### config.mk
export PLATFORM = sky130hd
export DESIGN_NAME = fli_arb_flat
export DESIGN_NICKNAME = d
export VERILOG_FILES = /design/src/rtl/fli_arb_if.sv /design/src/rtl/fli_arb.sv /design/src/flat_wrapper.sv
export SDC_FILE = /design/constraint.sdc
export NUM_CORES = 1
export LEC_CHECK = 0
export BUFFER_PORTS_ARGS = -buffer_cell sky130_fd_sc_hd__buf_2
export CORE_ASPECT_RATIO = 0.6
export CORE_UTILIZATION = 38
export DETAILED_ROUTE_END_ITERATION = 10
export PLACE_DENSITY = 0.77
export RECOVER_POWER = 50
export SLEW_MARGIN = 20
export SYNTH_ARGS = -nofsm -noshare
export SYNTH_HDL_FRONTEND = slang
export SYNTH_SLANG_ARGS = --single-unit
### constraint.sdc
create_clock -name clk -period 1.6 [get_ports clk]
set_input_delay 0.08 -clock clk [delete_from_list [all_inputs] [get_ports clk]]
set_output_delay 0.08 -clock clk [all_outputs]
set_load 0.02 [all_outputs]
### src/rtl/fli_arb_if.sv
// Handshake bundle between the FLI constant arbiter, its two requesters,
// the shared constant ROM and the response consumer.
interface fli_arb_if #(
    parameter int FLEN    = 64,
    parameter int FMTBITS = 2,
    parameter int TAGW    = 5
);
    logic               Req0Valid, Req1Valid;
    logic               Req0Ready, Req1Ready;
    logic [4:0]         Req0Rs1, Req1Rs1;
    logic [FMTBITS-1:0] Req0Fmt, Req1Fmt;
    logic [TAGW-1:0]    Req0Tag, Req1Tag;
    logic [4:0]         RomRs1;
    logic [FMTBITS-1:0] RomFmt;
    logic [FLEN-1:0]    RomImm;
    logic               RspValid, RspReady;
    logic [FLEN-1:0]    RspImm;
    logic [TAGW-1:0]    RspTag;
    logic               RspSrc, RspIllegal;
    logic [31:0]        PerfGrant0, PerfGrant1;

    modport slave (
        input  Req0Valid, Req1Valid, Req0Rs1, Req1Rs1, Req0Fmt, Req1Fmt,
               Req0Tag, Req1Tag, RomImm, RspReady,
        output Req0Ready, Req1Ready, RomRs1, RomFmt, RspValid, RspImm,
               RspTag, RspSrc, RspIllegal, PerfGrant0, PerfGrant1
    );

    modport master (
        output Req0Valid, Req1Valid, Req0Rs1, Req1Rs1, Req0Fmt, Req1Fmt,
               Req0Tag, Req1Tag, RomImm, RspReady,
        input  Req0Ready, Req1Ready, RomRs1, RomFmt, RspValid, RspImm,
               RspTag, RspSrc, RspIllegal, PerfGrant0, PerfGrant1
    );
endinterface

### src/rtl/fli_arb.sv
// Two-port arbiter for the shared FLI constant ROM with a single-entry
// NaN-boxing response register. FLI_ARB_PERF_EN adds grant counters.
module fli_arb #(
    parameter int                         FLEN       = 64,
    parameter int                         FMTBITS    = 2,
    parameter int                         TAGW       = 5,
    parameter int                         STARVE_MAX = 4,
    parameter logic [(1<<FMTBITS)-1:0]    FMT_MASK   = 4'b0011
) (
    input logic        clk,
    input logic        reset,
    fli_arb_if.slave   bus
);
    localparam int WW = (STARVE_MAX < 1) ? 1 : $clog2(STARVE_MAX + 1);
    localparam logic [WW-1:0] SMAX = WW'(STARVE_MAX);

    logic               space, promote, gnt0, gnt1, fmt_ok;
    logic [4:0]         sel_rs1;
    logic [FMTBITS-1:0] sel_fmt;
    logic [TAGW-1:0]    sel_tag;
    logic [FLEN-1:0]    boxed;

    logic               rsp_vld_q, rsp_vld_d, rsp_src_q, rsp_src_d, rsp_ill_q, rsp_ill_d;
    logic [FLEN-1:0]    rsp_imm_q, rsp_imm_d;
    logic [TAGW-1:0]    rsp_tag_q, rsp_tag_d;
    logic [WW-1:0]      wait1_q, wait1_d;

    always_comb begin
        space   = ~reset & (~rsp_vld_q | bus.RspReady);
        promote = (STARVE_MAX != 0) && bus.Req1Valid && (wait1_q >= SMAX);
        gnt1    = space & bus.Req1Valid & (promote | ~bus.Req0Valid);
        gnt0    = space & bus.Req0Valid & ~gnt1;

        sel_rs1 = gnt1 ? bus.Req1Rs1 : bus.Req0Rs1;
        sel_fmt = gnt1 ? bus.Req1Fmt : bus.Req0Fmt;
        sel_tag = gnt1 ? bus.Req1Tag : bus.Req0Tag;
        fmt_ok  = FMT_MASK[sel_fmt];

        // Narrow formats are NaN-boxed: everything above the value is forced to ones.
        boxed = bus.RomImm;
        if (sel_fmt == FMTBITS'(0)) begin
            for (int b = 32; b < FLEN; b++) boxed[b] = 1'b1;
        end else if (sel_fmt == FMTBITS'(2)) begin
            for (int b = 16; b < FLEN; b++) boxed[b] = 1'b1;
        end
    end

    always_comb begin
        rsp_vld_d = rsp_vld_q;
        rsp_imm_d = rsp_imm_q;
        rsp_tag_d = rsp_tag_q;
        rsp_src_d = rsp_src_q;
        rsp_ill_d = rsp_ill_q;
        if (gnt0 | gnt1) begin
            rsp_vld_d = 1'b1;
            rsp_imm_d = fmt_ok ? boxed : '0;
            rsp_tag_d = sel_tag;
            rsp_src_d = gnt1;
            rsp_ill_d = ~fmt_ok;
        end else if (bus.RspReady) begin
            rsp_vld_d = 1'b0;
        end

        // A stalled response register is backpressure, not lost arbitration.
        wait1_d = wait1_q;
        if (~bus.Req1Valid | gnt1)
            wait1_d = '0;
        else if (space && (wait1_q < SMAX))
            wait1_d = wait1_q + WW'(1);
    end

    always_ff @(posedge clk) begin
        if (reset) begin
            rsp_vld_q <= 1'b0;
            rsp_imm_q <= '0;
            rsp_tag_q <= '0;
            rsp_src_q <= 1'b0;
            rsp_ill_q <= 1'b0;
            wait1_q   <= '0;
        end else begin
            rsp_vld_q <= rsp_vld_d;
            rsp_imm_q <= rsp_imm_d;
            rsp_tag_q <= rsp_tag_d;
            rsp_src_q <= rsp_src_d;
            rsp_ill_q <= rsp_ill_d;
            wait1_q   <= wait1_d;
        end
    end

`ifdef FLI_ARB_PERF_EN
    logic [31:0] perf0_q, perf1_q;

    always_ff @(posedge clk) begin
        if (reset) begin
            perf0_q <= '0;
            perf1_q <= '0;
        end else begin
            if (gnt0) perf0_q <= perf0_q + 32'd1;
            if (gnt1) perf1_q <= perf1_q + 32'd1;
        end
    end

    assign bus.PerfGrant0 = perf0_q;
    assign bus.PerfGrant1 = perf1_q;
`else
    assign bus.PerfGrant0 = '0;
    assign bus.PerfGrant1 = '0;
`endif

    assign bus.Req0Ready  = gnt0;
    assign bus.Req1Ready  = gnt1;
    assign bus.RomRs1     = sel_rs1;
    assign bus.RomFmt     = sel_fmt;
    assign bus.RspValid   = rsp_vld_q;
    assign bus.RspImm     = rsp_imm_q;
    assign bus.RspTag     = rsp_tag_q;
    assign bus.RspSrc     = rsp_src_q;
    assign bus.RspIllegal = rsp_ill_q;
endmodule
### src/flat_wrapper.sv
// flat-port wrapper written by rule: the top's interface ports become plain ports
module fli_arb_flat 
#(
    parameter int                         FLEN       = 64,
    parameter int                         FMTBITS    = 2,
    parameter int                         TAGW       = 5,
    parameter int                         STARVE_MAX = 4,
    parameter logic [(1<<FMTBITS)-1:0]    FMT_MASK   = 4'b0011
)
  (clk, reset, bus_Req0Valid, bus_Req1Valid, bus_Req0Rs1, bus_Req1Rs1, bus_Req0Fmt, bus_Req1Fmt, bus_Req0Tag, bus_Req1Tag, bus_RomImm, bus_RspReady, bus_Req0Ready, bus_Req1Ready, bus_RomRs1, bus_RomFmt, bus_RspValid, bus_RspImm, bus_RspTag, bus_RspSrc, bus_RspIllegal, bus_PerfGrant0, bus_PerfGrant1);
  fli_arb_if #(.FLEN(FLEN), .FMTBITS(FMTBITS), .TAGW(TAGW)) bus_i ();
  input logic clk;
  input logic reset;
  input wire logic [$bits(bus_i.Req0Valid)-1:0] bus_Req0Valid;
  input wire logic [$bits(bus_i.Req1Valid)-1:0] bus_Req1Valid;
  input wire logic [$bits(bus_i.Req0Rs1)-1:0] bus_Req0Rs1;
  input wire logic [$bits(bus_i.Req1Rs1)-1:0] bus_Req1Rs1;
  input wire logic [$bits(bus_i.Req0Fmt)-1:0] bus_Req0Fmt;
  input wire logic [$bits(bus_i.Req1Fmt)-1:0] bus_Req1Fmt;
  input wire logic [$bits(bus_i.Req0Tag)-1:0] bus_Req0Tag;
  input wire logic [$bits(bus_i.Req1Tag)-1:0] bus_Req1Tag;
  input wire logic [$bits(bus_i.RomImm)-1:0] bus_RomImm;
  input wire logic [$bits(bus_i.RspReady)-1:0] bus_RspReady;
  output wire logic [$bits(bus_i.Req0Ready)-1:0] bus_Req0Ready;
  output wire logic [$bits(bus_i.Req1Ready)-1:0] bus_Req1Ready;
  output wire logic [$bits(bus_i.RomRs1)-1:0] bus_RomRs1;
  output wire logic [$bits(bus_i.RomFmt)-1:0] bus_RomFmt;
  output wire logic [$bits(bus_i.RspValid)-1:0] bus_RspValid;
  output wire logic [$bits(bus_i.RspImm)-1:0] bus_RspImm;
  output wire logic [$bits(bus_i.RspTag)-1:0] bus_RspTag;
  output wire logic [$bits(bus_i.RspSrc)-1:0] bus_RspSrc;
  output wire logic [$bits(bus_i.RspIllegal)-1:0] bus_RspIllegal;
  output wire logic [$bits(bus_i.PerfGrant0)-1:0] bus_PerfGrant0;
  output wire logic [$bits(bus_i.PerfGrant1)-1:0] bus_PerfGrant1;
  assign bus_i.Req0Valid = bus_Req0Valid;
  assign bus_i.Req1Valid = bus_Req1Valid;
  assign bus_i.Req0Rs1 = bus_Req0Rs1;
  assign bus_i.Req1Rs1 = bus_Req1Rs1;
  assign bus_i.Req0Fmt = bus_Req0Fmt;
  assign bus_i.Req1Fmt = bus_Req1Fmt;
  assign bus_i.Req0Tag = bus_Req0Tag;
  assign bus_i.Req1Tag = bus_Req1Tag;
  assign bus_i.RomImm = bus_RomImm;
  assign bus_i.RspReady = bus_RspReady;
  assign bus_Req0Ready = bus_i.Req0Ready;
  assign bus_Req1Ready = bus_i.Req1Ready;
  assign bus_RomRs1 = bus_i.RomRs1;
  assign bus_RomFmt = bus_i.RomFmt;
  assign bus_RspValid = bus_i.RspValid;
  assign bus_RspImm = bus_i.RspImm;
  assign bus_RspTag = bus_i.RspTag;
  assign bus_RspSrc = bus_i.RspSrc;
  assign bus_RspIllegal = bus_i.RspIllegal;
  assign bus_PerfGrant0 = bus_i.PerfGrant0;
  assign bus_PerfGrant1 = bus_i.PerfGrant1;
  fli_arb #(.FLEN(FLEN), .FMTBITS(FMTBITS), .TAGW(TAGW), .STARVE_MAX(STARVE_MAX), .FMT_MASK(FMT_MASK)) u_core (.clk(clk), .reset(reset), .bus(bus_i));
endmodule
==> results of run 1 <==
[timing repair]
action                                  in CTS  in global routing
endpoints found under the setup margin      79                 79
hold endpoints to repair                    32                  0
hold buffers                                32                  0
gates cloned                                 2                  2
pin swaps                                    2                 18
buffers inserted                             5                  7
resized for setup                           35                 23
[cell families (layout without fill, tap and decap cells)]
family                   count (synthesis)  count (layout)  share of synthesized area [%]
AO/OA/AOI/OAI                           74              74                          19.13
other                                    1              64                         0.1056
AND/OR/NAND/NOR                        119             120                          20.26
flip-flops                              75              75                          42.28
buffers and inverters                   99             254                          17.58
multiplexers                             1               1                         0.2819
adder cells (fa/ha/maj)                  1               1                         0.3523
[registers in the layout, indices dropped and copies added (netlist names)]
name                   cells
u_core.bus.RspImm         64
u_core.wait1_q             3
u_core.bus.RspSrc          1
u_core.bus.RspTag          5
u_core.bus.RspIllegal      1
u_core.bus.RspValid        1
[layout make-up]
cell class / instances / area (sq um) / share of cell area (%)
Clock buffer: 9 / 225.2 / 4.187
Clock inverter: 7 / 57.56 / 1.070
Inverter: 2 / 12.51 / 0.2326
Multi-Input combinational cell: 260 / 1812 / 33.68
Sequential cell: 75 / 1504 / 27.96
Tap cell: 112 / 140.1 / 2.605
Timing Repair Buffer: 236 / 1628 / 30.26
[how the worst min path moves through the flow]
stage	endpoint	startpoint	slack (ps)
floorplan	u_core.bus.RspImm[0]$_SDFFE_PP0P_	bus_RomImm[0]	210
global placement	u_core.bus.RspImm[15]$_SDFFE_PP0P_	bus_RomImm[15]	290
detailed placement	u_core.bus.RspImm[20]$_SDFFE_PP0P_	bus_RomImm[20]	290
CTS	u_core.bus.RspTag[4]$_SDFFE_PP0P_	bus_Req1Tag[4]	10
global route	u_core.bus.RspTag[2]$_SDFFE_PP0P_	bus_Req1Tag[2]	20
finish	u_core.bus.RspTag[2]$_SDFFE_PP0P_	bus_Req1Tag[2]	40
[power by group]
| group | switching (mW) | internal (mW) | total (mW) |
|---|---|---|---|
| Sequential | 0.0801 | 2.02 | 2.10 |
| Combinational | 0.742 | 0.516 | 1.26 |
| Clock | 0.850 | 1.07 | 1.92 |
[per-layer routing]
| metal | up-vias | part of all wire, % | wire length, microns |
|---|---|---|---|
| li1 | 1649 | - | - |
| met1 | 1706 | 42 | 4701 |
| met2 | 154 | 49 | 5453 |
| met3 | 11 | 8.0 | 889 |
| met4 | 0 | 0.96 | 107 |
| met5 | - | 0 | 0 |
[critical path: cells and delay by family (launching register included)]
kind	cells	cell delay, ps
simple gates	4	680
buf+inv	3	350
flops	1	320
[through the flow]
step / setup WS, ps / std cells / cell area [sq um] / hold slack, ps
floorplan: -151.3 / 433 / 3854 / 205.7
global placement: -140.4 / 637 / 4393 / 291.2
detailed placement: -191.1 / 637 / 4393 / 292.9
CTS: -176.2 / 692 / 5230 / 11.03
global route: -202.9 / 701 / 5379 / 22.58
finish: -143.8 / 701 / 5379 / 42.11
[cells in the mapped netlist]
cell      number  area [sq um]
dfxtp_1       75          1501
buf_4         64         480.5
nand3b_1      64         480.5
a22o_1        32         280.3
a32o_1        32         320.3
nand2_1       28         105.1
clkbuf_1      20         75.07
nor2_1        15         56.30
buf_2         10         50.05
nor3_1         6         30.03
a311oi_1       5         43.79
buf_1          3         11.26
nor2b_1        2         12.51
a21oi_1        1         5.000
a22oi_1        1         7.510
conb_1         1         3.750
ha_1           1         12.51
inv_1          1         3.750
inv_2          1         3.750
mux2i_1        1         10.01
nand2b_1       1         6.260
nand2b_4       1         13.76
nor4b_1        1         8.760
o211a_1        1         10.01
o21ai_0        1         5.000
o31ai_1        1         7.510
or3_1          1         6.260
==> metrics.log, run 1 <==
[metrics] initial antenna violation count: 0
[metrics] netlist area before placement: ~3600 sq um
[metrics] sinks on the clock net: 75
[metrics] DRT Pass-1 Iters: 4
[metrics] Slowest Stage Delay on Critical Path: 420 ps
[metrics] register-to-register setup slack: -120 ps
[metrics] total wire length after detailed routing: 11150 microns
[metrics] standby leakage power: about 2.5 nW
[metrics] classification of the worst setup path: reg2out
[metrics] FP Rows: 26
[metrics] area of the die: just under 10000 sq um
[metrics] busiest layer in global routing: met2
[metrics] vias per cell: between 5 and 6
[metrics] starting DRC count in detailed routing: around 140
[metrics] crit path capture: bus_RomFmt[0]
[metrics] level count of the clock H-tree: 3
[metrics] number of port buffers: around 170
[metrics] slowest stage cell on the critical path: or3_4
[metrics] worst slew pin tran: ~670 ps
[metrics] routed wirelength normalized by instance count: approximately 16 microns
[metrics] shortest period the worst path allows: 1744 ps
[metrics] Overall Power: about 5.3 mW
[metrics] Final setup violation count: 76
[metrics] Max-Slew Margin vs Limit: 55.54%
[metrics] unrepaired setup endpoints after global routing: true
[metrics] maximum number of pins on one net before global-route repair: 44
[metrics] final-layout setup total negative slack: -6517 ps
[metrics] worst-path maximum fanout: 8
[metrics] critical path endpoint category: output pin
[metrics] effective utilization at floorplan: slightly above 40%
[metrics] final worst setup slack: -143.8 ps
[metrics] global-route wire length before repair: between 15000 and 20000 microns
[metrics] fraction of layout instances using a drive strength above 1: between 30% and 40%
[metrics] Reg-to-Reg Start: u_core.bus.RspValid$_SDFFE_PP0P_
[metrics] Power Density: ~980 nW/um^2
[metrics] Max rail drop VDD: a little under 600 uV
[metrics] final cell utilization of the core: between 60% and 70%
[metrics] CP arrival: around 1700 ps
[metrics] Max-cap violations: 0
[metrics] residual DRC count: 0
[metrics] Routability Congestion: roughly 0.8
[metrics] launching element of the worst setup path: u_core.bus.RspValid$_SDFFE_PP0P_
[metrics] maximum buffer depth of the clock tree: 2
[metrics] net count of the finished layout: 678
[metrics] Slew Limit Fails: 0
[metrics] violations in the final reports: negative setup slack
[metrics] gate count of the mapped netlist: 370
[metrics] clock tree from TritonCTS: yes
[metrics] crit-path cells: nor2b_4, or3_4, inv_6, buf_12, nand2_4, nand2_2, buf_6
[metrics] type of element launching the critical path: flop
[metrics] final hold violations: 0
[metrics] syn_area_per_cell: about 9.6 sq um
[metrics] CTS buffer count: 9
[metrics] most common library cell in the layout ignoring fill and taps: buf_2
[metrics] met1 routing resource usage after global routing: 25.40%
[metrics] count of filler cells inserted in the layout: between 700 and 800
[metrics] f_max: about 570 MHz
[metrics] Cells on Worst Hold Path: 3
[metrics] clk_skew: between 9 and 10 ps
[metrics] Die Width: 126.8 microns
[metrics] Worst Path Required: roughly 1500 ps
[metrics] count of nets left with antenna violations after detail routing: 0
[metrics] worst r2r dst: u_core.bus.RspImm[39]$_SDFFE_PP0P_
[metrics] post-DP HPWL: about 6700 microns
[metrics] Worst-Skew Late Latency: approximately 330 ps
[metrics] standard cell core area: approximately 9000 sq um
[metrics] status: finished with violations
[metrics] GR Layer Usage met2: 36.96%
[metrics] via total after detailed routing: roughly 3500
[metrics] most frequent cells in the layout: buf_2 (127), dfxtp_1 (73), nand3b_1 (64), conb_1 (64), clkbuf_1 (37)
[metrics] met3 Use GR: under 10%
[metrics] period utilisation layout: 109.0%
[metrics] antenna fix cells: 0
[metrics] path type of the worst min-delay path: in2reg
[metrics] clock transition time at the flip-flop clock pins of the worst setup and hold paths: around 60 ps
[metrics] Ports: 238
[metrics] global-route usage over all layers: between 20% and 30%
[metrics] number of global-route vias before repair: ~3300
[metrics] relative area change from synthesis to final layout: 51.48%
[metrics] part of the Yosys area used for sequential elements: 42.28%
[metrics] Cell variety after synth: 27
[metrics] die height: between 70 and 80 microns
[metrics] remaining global-route overflow: 0
[metrics] clock root buffer master: clkbuf_16
[metrics] number of flip-flops and latches in the synthesized netlist: 75
[metrics] path depth of the worst reg2reg path: 5
[metrics] YS warnings: 0
Power figures use the tool's default switching activity.
==> run 2, diff against run 1 <==
--- a/config.mk
+++ b/config.mk
@@ -7,9 +7,8 @@
 export LEC_CHECK = 0
 export BUFFER_PORTS_ARGS = -buffer_cell sky130_fd_sc_hd__buf_2
 export CORE_ASPECT_RATIO = 0.6
-export CORE_UTILIZATION = 38
+export CORE_UTILIZATION = 30
 export DETAILED_ROUTE_END_ITERATION = 10
-export PLACE_DENSITY = 0.77
 export RECOVER_POWER = 50
 export SLEW_MARGIN = 20
 export SYNTH_ARGS = -nofsm -noshare
==> constraint.sdc (replaced) <==
create_clock -name clk -period 1.68 [get_ports clk]
set_input_delay 0.084 -clock clk [delete_from_list [all_inputs] [get_ports clk]]
set_output_delay 0.084 -clock clk [all_outputs]
set_load 0.02 [all_outputs]
==> run 2 against run 1 <==
The run still ends with negative setup slack left. Global-route usage decreased by 3.9 points. Wire length about the same. Count of clock-buffer cells in the layout increased by 1. Cell count increased by 6.4%. Via count decreased by 2.3%. Clock power increased by 8%. Worst hold slack got worse by 30 ps. First-iteration DRC count decreased by 17%. Die area increased by 26%.
==> metrics.log, run 2 (synthesis results as in run 1) <==
[metrics] initial antenna violation count: 0 (unchanged)
[metrics] FP Rows: 30 (+15%)
[metrics] status: finished with violations
[metrics] worst-path maximum fanout: 5 (-3)
[metrics] routed wirelength normalized by instance count: 14.94 microns (-6.1%)
[metrics] maximum buffer depth of the clock tree: 2 (unchanged)
[metrics] clock root buffer master: clkbuf_16
[metrics] Max-Slew Margin vs Limit: 50.76% (-4.8 points)
[metrics] area of the die: 12290 sq um (+26%)
[metrics] remaining global-route overflow: 0 (unchanged)
[metrics] standard cell core area: 11410 sq um (+30%)
[metrics] Final setup violation count: 69 (-9.2%)
[metrics] max FFs per register: 64 (unchanged)
[metrics] Sw Pwr: 1.533 mW (-8.3%)
[metrics] part of the power in the clock network: 39.6% (+3.2 points)
[metrics] total wire length after detailed routing: 11140 microns (about the same)
[metrics] die height: 86.27 microns (+12%)
[metrics] via total after detailed routing: 3440 (-2.3%)
[metrics] CP arrival: 1690 ps (+30 ps)
[metrics] net count of the finished layout: 675 (-0.44%)
[metrics] Power Density: 977.5 nW/um^2 (-0.51%)
[metrics] Worst-Skew Late Latency: 330 ps (about the same)
[metrics] number of port buffers: 173 (unchanged)
[metrics] most frequent cells in the layout: buf_2 (127), dfxtp_1 (74), nand3b_1 (64), conb_1 (64), clkbuf_1 (38)
[metrics] maximum number of pins on one net before global-route repair: 35 (-20%)
[metrics] global-route usage over all layers: 17.48% (-3.9 points)
[metrics] relative area change from synthesis to final layout: 50.99%
[metrics] path depth of the worst reg2reg path: 6 (+1)
[metrics] unrepaired setup endpoints after global routing: true
[metrics] count of nets left with antenna violations after detail routing: 0 (unchanged)
[metrics] worst r2r dst: u_core.bus.RspImm[32]$_SDFFE_PP0P_
[metrics] terminating pin of the worst hold path: u_core.bus.RspTag[0]$_SDFFE_PP0P_
[metrics] count of filler cells inserted in the layout: 1122 (+51%)
[metrics] area of combinational cells with multiple inputs: 1747 sq um (-3.6%)
[metrics] critical path endpoint category: output pin
[metrics] path type of the worst min-delay path: in2reg
[metrics] fraction of layout instances using a drive strength above 1: 34.13% (-2.2 points)
[metrics] cell-internal power: 3.708 mW (+2.6%)
[metrics] worst slew pin tran: 738.6 ps (+71.79 ps)
[metrics] clock transition time at the flip-flop clock pins of the worst setup and hold paths: 60 ps (about the same)
[metrics] DRT Pass-1 Iters: 4 (unchanged)
[metrics] final hold violations: 0 (unchanged)
[metrics] register-to-register setup slack: -70 ps (+50 ps)
[metrics] final-layout setup total negative slack: -1999 ps (+4519 ps)
[metrics] clock tree from TritonCTS: yes
[metrics] f_max: 562.5 MHz
[metrics] effective utilization at floorplan: 31.12% (-9.3 points)
[metrics] global-route wire length before repair: 16450 microns (+0.55%)
[metrics] Ports: 238 (unchanged)
[metrics] slowest stage cell on the critical path: or3_4
[metrics] sinks on the clock net: 75 (unchanged)
[metrics] combinational group share of total power: 22.2% (-1.6 points)
[metrics] Final Cell Area: 5361 sq um (-0.33%)
[metrics] clk_skew: 2.419 ps (-6.581 ps)
[metrics] type of element launching the critical path: flop
[metrics] Worst Path Required: 1600 ps (+80 ps)
[metrics] crit-path cells: nor2b_4, or3_4, inv_8, buf_12, nand2_4, nand2_2, buf_6
[metrics] most common library cell in the layout ignoring fill and taps: buf_2
[metrics] antenna fix cells: 0 (unchanged)
[metrics] level count of the clock H-tree: 3 (unchanged)
[metrics] residual DRC count: 0 (unchanged)
[metrics] Max-cap violations: 0 (unchanged)
[metrics] Routability Congestion: 0.7373 (-8.6%)
[metrics] Area after DPL: 4483 sq um (+2.1%)
[metrics] Sequential Power Share: 38.3% (-1.5 points)
[metrics] number of global-route vias before repair: 3300 (-0.72%)
[metrics] Slew Limit Fails: 0 (unchanged)
[metrics] classification of the worst setup path: reg2out
[metrics] standby leakage power: 2.427 nW (-1.1%)
[metrics] fraction of power spent switching nets: 29.25% (-2.4 points)
[metrics] post-DP HPWL: 7221 microns (+8.2%)
[metrics] CTS buffer count: 9 (unchanged)
[metrics] Slowest Stage Delay on Critical Path: 430 ps (about the same)
[metrics] shortest period the worst path allows: ~1800 ps
[metrics] Die Width: 142.5 microns (+12%)
[metrics] startpoint of the tightest hold check path: bus_Req1Tag[0]
[metrics] vias per cell: 4.611 (-8.2%)
[metrics] violations in the final reports: negative setup slack
[metrics] period utilisation layout: 105.8%
[metrics] area occupied by registers: 1503 sq um (about the same)
[metrics] Reg-to-Reg Start: u_core.bus.RspValid$_SDFFE_PP0P_
[metrics] starting DRC count in detailed routing: 114 (-17%)
[metrics] final worst setup slack: -97.86 ps (+45.96 ps)
[metrics] Cells on Worst Hold Path: 3 (unchanged)
[metrics] Max rail drop VDD: 445.1 uV (-24%)
==> run 2: changes by cell type in the layout (fill, tap and decap cells not counted), moves of 2 or more <==
cell / previous run / this run
a311oi_2: 4 / 1
nand2_4: 4 / 2
nand2_2: 9 / 5
bufinv_16: 0 / 2
buf_6: 10 / 7
buf_4: 16 / 19
inv_6: 4 / 1
a311oi_1: 1 / 4
buf_12: 10 / 7
nand2_1: 15 / 21
==> run 2: how the worst max path moves through the flow <==
| stage | from | end | cells past startpoint |
|---|---|---|---|
| after floorplan | u_core.bus.RspValid$_SDFFE_PP0P_ | u_core.bus.RspImm[37]$_SDFFE_PP0P_ | 7 |
| after global placement | u_core.bus.RspValid$_SDFFE_PP0P_ | u_core.bus.RspImm[32]$_SDFFE_PP0P_ | 5 |
| after detailed placement | u_core.bus.RspValid$_SDFFE_PP0P_ | u_core.bus.RspImm[32]$_SDFFE_PP0P_ | 5 |
| after CTS | u_core.bus.RspValid$_SDFFE_PP0P_ | bus_RomFmt[0] | 7 |
| after global routing | u_core.bus.RspValid$_SDFFE_PP0P_ | u_core.bus.RspImm[32]$_SDFFE_PP0P_ | 6 |
| final | u_core.bus.RspValid$_SDFFE_PP0P_ | bus_RomFmt[0] | 7 |
==> run 2: final cells by class <==
type | count | area share [%]
Inverter | 2 | 0.2800
Timing Repair Buffer | 234 | 29.45
Clock buffer | 10 | 4.271
Multi-Input combinational cell | 259 | 32.58
Sequential cell | 75 | 28.03
Tap cell | 160 | 3.734
Clock inverter | 6 | 1.657
==> run 2: power groups by stage <==
stage / Combinational (mW) / Sequential, mW / Clock, mW
floorplan: 0.587 / 2.21 / 0
global placement: 1.02 / 2.04 / 0
detailed placement: 1.04 / 2.04 / 0
CTS: 1.17 / 2.00 / 2.13
global route: 1.24 / 2.02 / 2.21
finish: 1.16 / 2.00 / 2.07
==> run 2: worst max-delay path: cells and delay by family, from the launching register on <==
kind          cells  cell delay (ps)
simple gates      4              690
flops             1              320
buf+inv           3              350
==> run 2: routing by layer <==
layer	wire length (microns)	share of wire (%)	track usage, %	vias up
li1	-	-	-	1643
met1	5037	45	21.02	1637
met2	5033	45	28.65	145
met3	946	8.5	6.961	15
met4	126	1.1	5.572	0
met5	0	0	0	-
==> run 2: timing repair <==
item                                   4_1_cts  5_1_grt
endpoints found under the hold margin       32        0
pin swaps                                    3        4
setup buffers                                5        1
setup endpoints to repair                   79       79
resized for setup                           39        5
cloned                                       3        0
hold buffers                                32        0
==> run 2: metrics by stage <==
step / power [mW] / std cells / setup slack [ps] / util [%] / hold WS [ps]
after floorplan: 2.800 / 433 / -71.44 / - / 209.7
after global placement: 3.056 / 689 / -105.5 / 39.29 / 297.9
after detailed placement: 3.077 / 689 / -157.7 / 39.29 / 296.2
after CTS: 5.307 / 745 / -122.9 / 47.20 / 1.283
after global routing: 5.475 / 746 / -152.9 / 46.98 / 6.994
final: 5.241 / 746 / -97.86 / 46.98 / 12.44
==> run 3, diff against run 2 <==
--- a/config.mk
+++ b/config.mk
@@ -10,6 +10,7 @@
 export CORE_UTILIZATION = 30
 export DETAILED_ROUTE_END_ITERATION = 10
 export RECOVER_POWER = 50
+export REMOVE_ABC_BUFFERS = 1
 export SLEW_MARGIN = 20
 export SYNTH_ARGS = -nofsm -noshare
 export SYNTH_HDL_FRONTEND = slang
==> run 3 against run 2 <==
The run still ends with negative setup slack left. Cell count down 0.27%. Die area stayed put. First-iteration DRC count grew 29%. Non-clock buffer count stayed put. Design area rose by 0.44%. Maximum frequency rose by 0.39%. Combinational power hardly changed. Clock skew rose by 4.8 ps. Worst setup slack gained 6.9 ps. Critical path type unchanged.
==> metrics.log, run 3 (synthesis results as in run 1) <==
[metrics] DRT Pass-1 Iters: 4 (unchanged)
[metrics] Cells on Worst Hold Path: 3 (unchanged)
[metrics] area of combinational cells with multiple inputs: 1774 sq um (+1.6%)
[metrics] startpoint of the tightest hold check path: bus_Req1Tag[1]
[metrics] Sequential Power Share: 37.7% (-0.6 points)
[metrics] cell-internal power: 3.835 mW (+3.4%)
[metrics] sinks on the clock net: 75 (unchanged)
[metrics] shortest period the worst path allows: 1771 ps (-6.917 ps)
[metrics] count of filler cells inserted in the layout: 1146 (+2.1%)
[metrics] Max-cap violations: 0 (unchanged)
[metrics] FP Rows: 30 (unchanged)
[metrics] number of port buffers: 173 (unchanged)
[metrics] Power Density: 986.2 nW/um^2 (+0.89%)
[metrics] critical path endpoint category: output pin
[metrics] violations in the final reports: negative setup slack
[metrics] global-route usage over all layers: 17.12% (-0.36 points)
[metrics] antenna fix cells: 0 (unchanged)
[metrics] worst-path maximum fanout: 27 (+22)
[metrics] initial antenna violation count: 0 (unchanged)
[metrics] Max-Slew Margin vs Limit: 51.37% (+0.61 points)
[metrics] Reg-to-Reg Start: u_core.bus.RspValid$_SDFFE_PP0P_
[metrics] total wire length after detailed routing: 10720 microns (-3.8%)
[metrics] Final Cell Area: 5385 sq um (+0.44%)
[metrics] remaining global-route overflow: 0 (unchanged)
[metrics] Slew Limit Fails: 0 (unchanged)
[metrics] Final setup violation count: 59 (-14%)
[metrics] net count of the finished layout: 675 (unchanged)
[metrics] vias per cell: 4.565 (-1.0%)
[metrics] post-DP HPWL: 6834 microns (-5.4%)
[metrics] path type of the worst min-delay path: in2reg
[metrics] worst slew pin tran: 729.5 ps (-9.124 ps)
[metrics] f_max: 564.7 MHz (+0.39%)
[metrics] max FFs per register: 64 (unchanged)
[metrics] fraction of power spent switching nets: 27.80% (-1.5 points)
[metrics] period utilisation layout: 105.4% (-0.41 points)
[metrics] Ports: 238 (unchanged)
[metrics] type of element launching the critical path: flop
[metrics] Non-Filler Instances: 744 (-0.27%)
[metrics] level count of the clock H-tree: 3 (unchanged)
[metrics] clock tree from TritonCTS: yes
[metrics] clock root buffer master: clkbuf_16
[metrics] standby leakage power: 2.419 nW (-0.33%)
[metrics] classification of the worst setup path: reg2out
[metrics] maximum buffer depth of the clock tree: 2 (unchanged)
[metrics] count of nets left with antenna violations after detail routing: 0 (unchanged)
[metrics] starting DRC count in detailed routing: 147 (+29%)
[metrics] maximum number of pins on one net before global-route repair: 41 (+17%)
[metrics] die height: 86.27 microns (unchanged)
[metrics] standard cell core area: 11410 sq um (unchanged)
[metrics] CP arrival: 1690 ps (about the same)
[metrics] worst r2r dst: u_core.bus.RspImm[47]$_SDFFE_PP0P_
[metrics] final worst setup slack: -90.94 ps (+6.917 ps)
[metrics] Max rail drop VDD: 436.0 uV (-2.0%)
[metrics] register-to-register setup slack: -60 ps (about the same)
[metrics] unrepaired setup endpoints after global routing: true
[metrics] path depth of the worst reg2reg path: 5 (-1)
[metrics] area occupied by registers: 1504 sq um (about the same)
[metrics] area of the die: 12290 sq um (unchanged)
[metrics] combinational group share of total power: 21.8% (-0.4 points)
[metrics] Overall Power: 5.311 mW (+1.3%)
[metrics] fraction of layout instances using a drive strength above 1: 34.93% (+0.80 points)
[metrics] global-route wire length before repair: 16150 microns (-1.8%)
[metrics] number of global-route vias before repair: 3237 (-1.9%)
[metrics] part of the power in the clock network: 40.5% (+0.9 points)
[metrics] relative area change from synthesis to final layout: 51.66%
[metrics] most common library cell in the layout ignoring fill and taps: buf_2
[metrics] CTS buffer count: 9 (unchanged)
[metrics] routed wirelength normalized by instance count: 14.41 microns (-3.5%)
[metrics] via total after detailed routing: 3396 (-1.3%)
[metrics] status: finished with violations
[metrics] Placed Cells: 687 (-0.29%)
[metrics] effective utilization at floorplan: 31.12% (unchanged)
[metrics] clock transition time at the flip-flop clock pins of the worst setup and hold paths: 60 ps (about the same)
[metrics] most frequent cells in the layout: buf_2 (126), dfxtp_1 (73), nand3b_1 (64), conb_1 (64), clkbuf_1 (38)
[metrics] Sw Pwr: 1.476 mW (-3.7%)
[metrics] residual DRC count: 0 (unchanged)
[metrics] Die Width: 142.5 microns (unchanged)
[metrics] Routability Congestion: 0.7776 (+5.5%)
[metrics] Worst-Skew Late Latency: 330 ps (about the same)
[metrics] Area after DPL: 4456 sq um (-0.61%)
[metrics] Worst Path Required: 1600 ps (about the same)
[metrics] final hold violations: 0 (unchanged)
[metrics] terminating pin of the worst hold path: u_core.bus.RspTag[1]$_SDFFE_PP0P_
[metrics] clk_skew: 7.215 ps (+4.796 ps)
[run 3: worst max-delay path, stage by stage, from the launching register on]
cell,delay (ps)
dfxtp_2,320
nor2b_4,120
or3_4,440
buf_12,190
nand2_1,90
nand2_2,70
buf_6,130
[run 3: routing by layer]
layer	GRT usage (%)	vias to the layer above	share of wire, %
li1	-	1637	-
met1	21.72	1644	47
met4	4.985	0	0.67
met5	0	-	0
met3	4.696	4	5.1
met2	28.52	111	47
[run 3: layout make-up]
cell class                      instances  area share, %
Clock inverter                          5          1.928
Clock buffer                            9          4.182
Timing Repair Buffer                  234          29.02
Inverter                                2         0.2788
Sequential cell                        75          27.93
Multi-Input combinational cell        259          32.95
Tap cell                              160          3.717
[run 3: repair_timing]
action / 4_1_cts / 5_1_grt
setup buffers: 8 / 0
gates resized for setup: 43 / 15
endpoints found under the setup margin: 76 / 79
hold endpoints to repair: 34 / 0
hold buffers: 34 / 0
pin swaps: 4 / 14
gates cloned: 1 / 0
[run 3: stage by stage]
step,util [%],setup TNS (ps),hold WS [ps],setup slack (ps)
4_1_cts,47.13,-2847,4.593,-121.8
2_1_floorplan,-,-139750,156.1,-1973
6_report,47.19,-1685,13.51,-90.94
3_3_place_gp,39.05,-2809,295.7,-73.69
3_5_place_dp,39.05,-4144,296.3,-103.5
5_1_grt,47.19,-5779,22.22,-173.3
[run 3: worst max path at each step]
stage	from	endpoint	slack, ps	depth (start not counted)
5_1_grt	u_core.bus.RspValid$_SDFFE_PP0P_	bus_RomRs1[2]	-170	7
2_1_floorplan	u_core.bus.RspValid$_SDFFE_PP0P_	u_core.bus.RspImm[0]$_SDFFE_PP0P_	-1970	4
4_1_cts	u_core.bus.RspValid$_SDFFE_PP0P_	bus_RomRs1[4]	-120	7
3_3_place_gp	u_core.bus.RspValid$_SDFFE_PP0P_	u_core.bus.RspImm[37]$_SDFFE_PP0P_	-70	5
3_5_place_dp	u_core.bus.RspValid$_SDFFE_PP0P_	u_core.bus.RspImm[52]$_SDFFE_PP0P_	-100	6
6_report	u_core.bus.RspValid$_SDFFE_PP0P_	bus_RomRs1[0]	-90	6
[run 3: power groups by stage]
| stage | registers (mW) | logic [mW] | clock network (mW) |
|---|---|---|---|
| after floorplan | 2.21 | 0.417 | 0 |
| after global placement | 2.03 | 1.02 | 0 |
| after detailed placement | 2.04 | 1.03 | 0 |
| after CTS | 2.00 | 1.16 | 2.21 |
| after global routing | 2.02 | 1.25 | 2.29 |
| final | 2.00 | 1.16 | 2.15 |
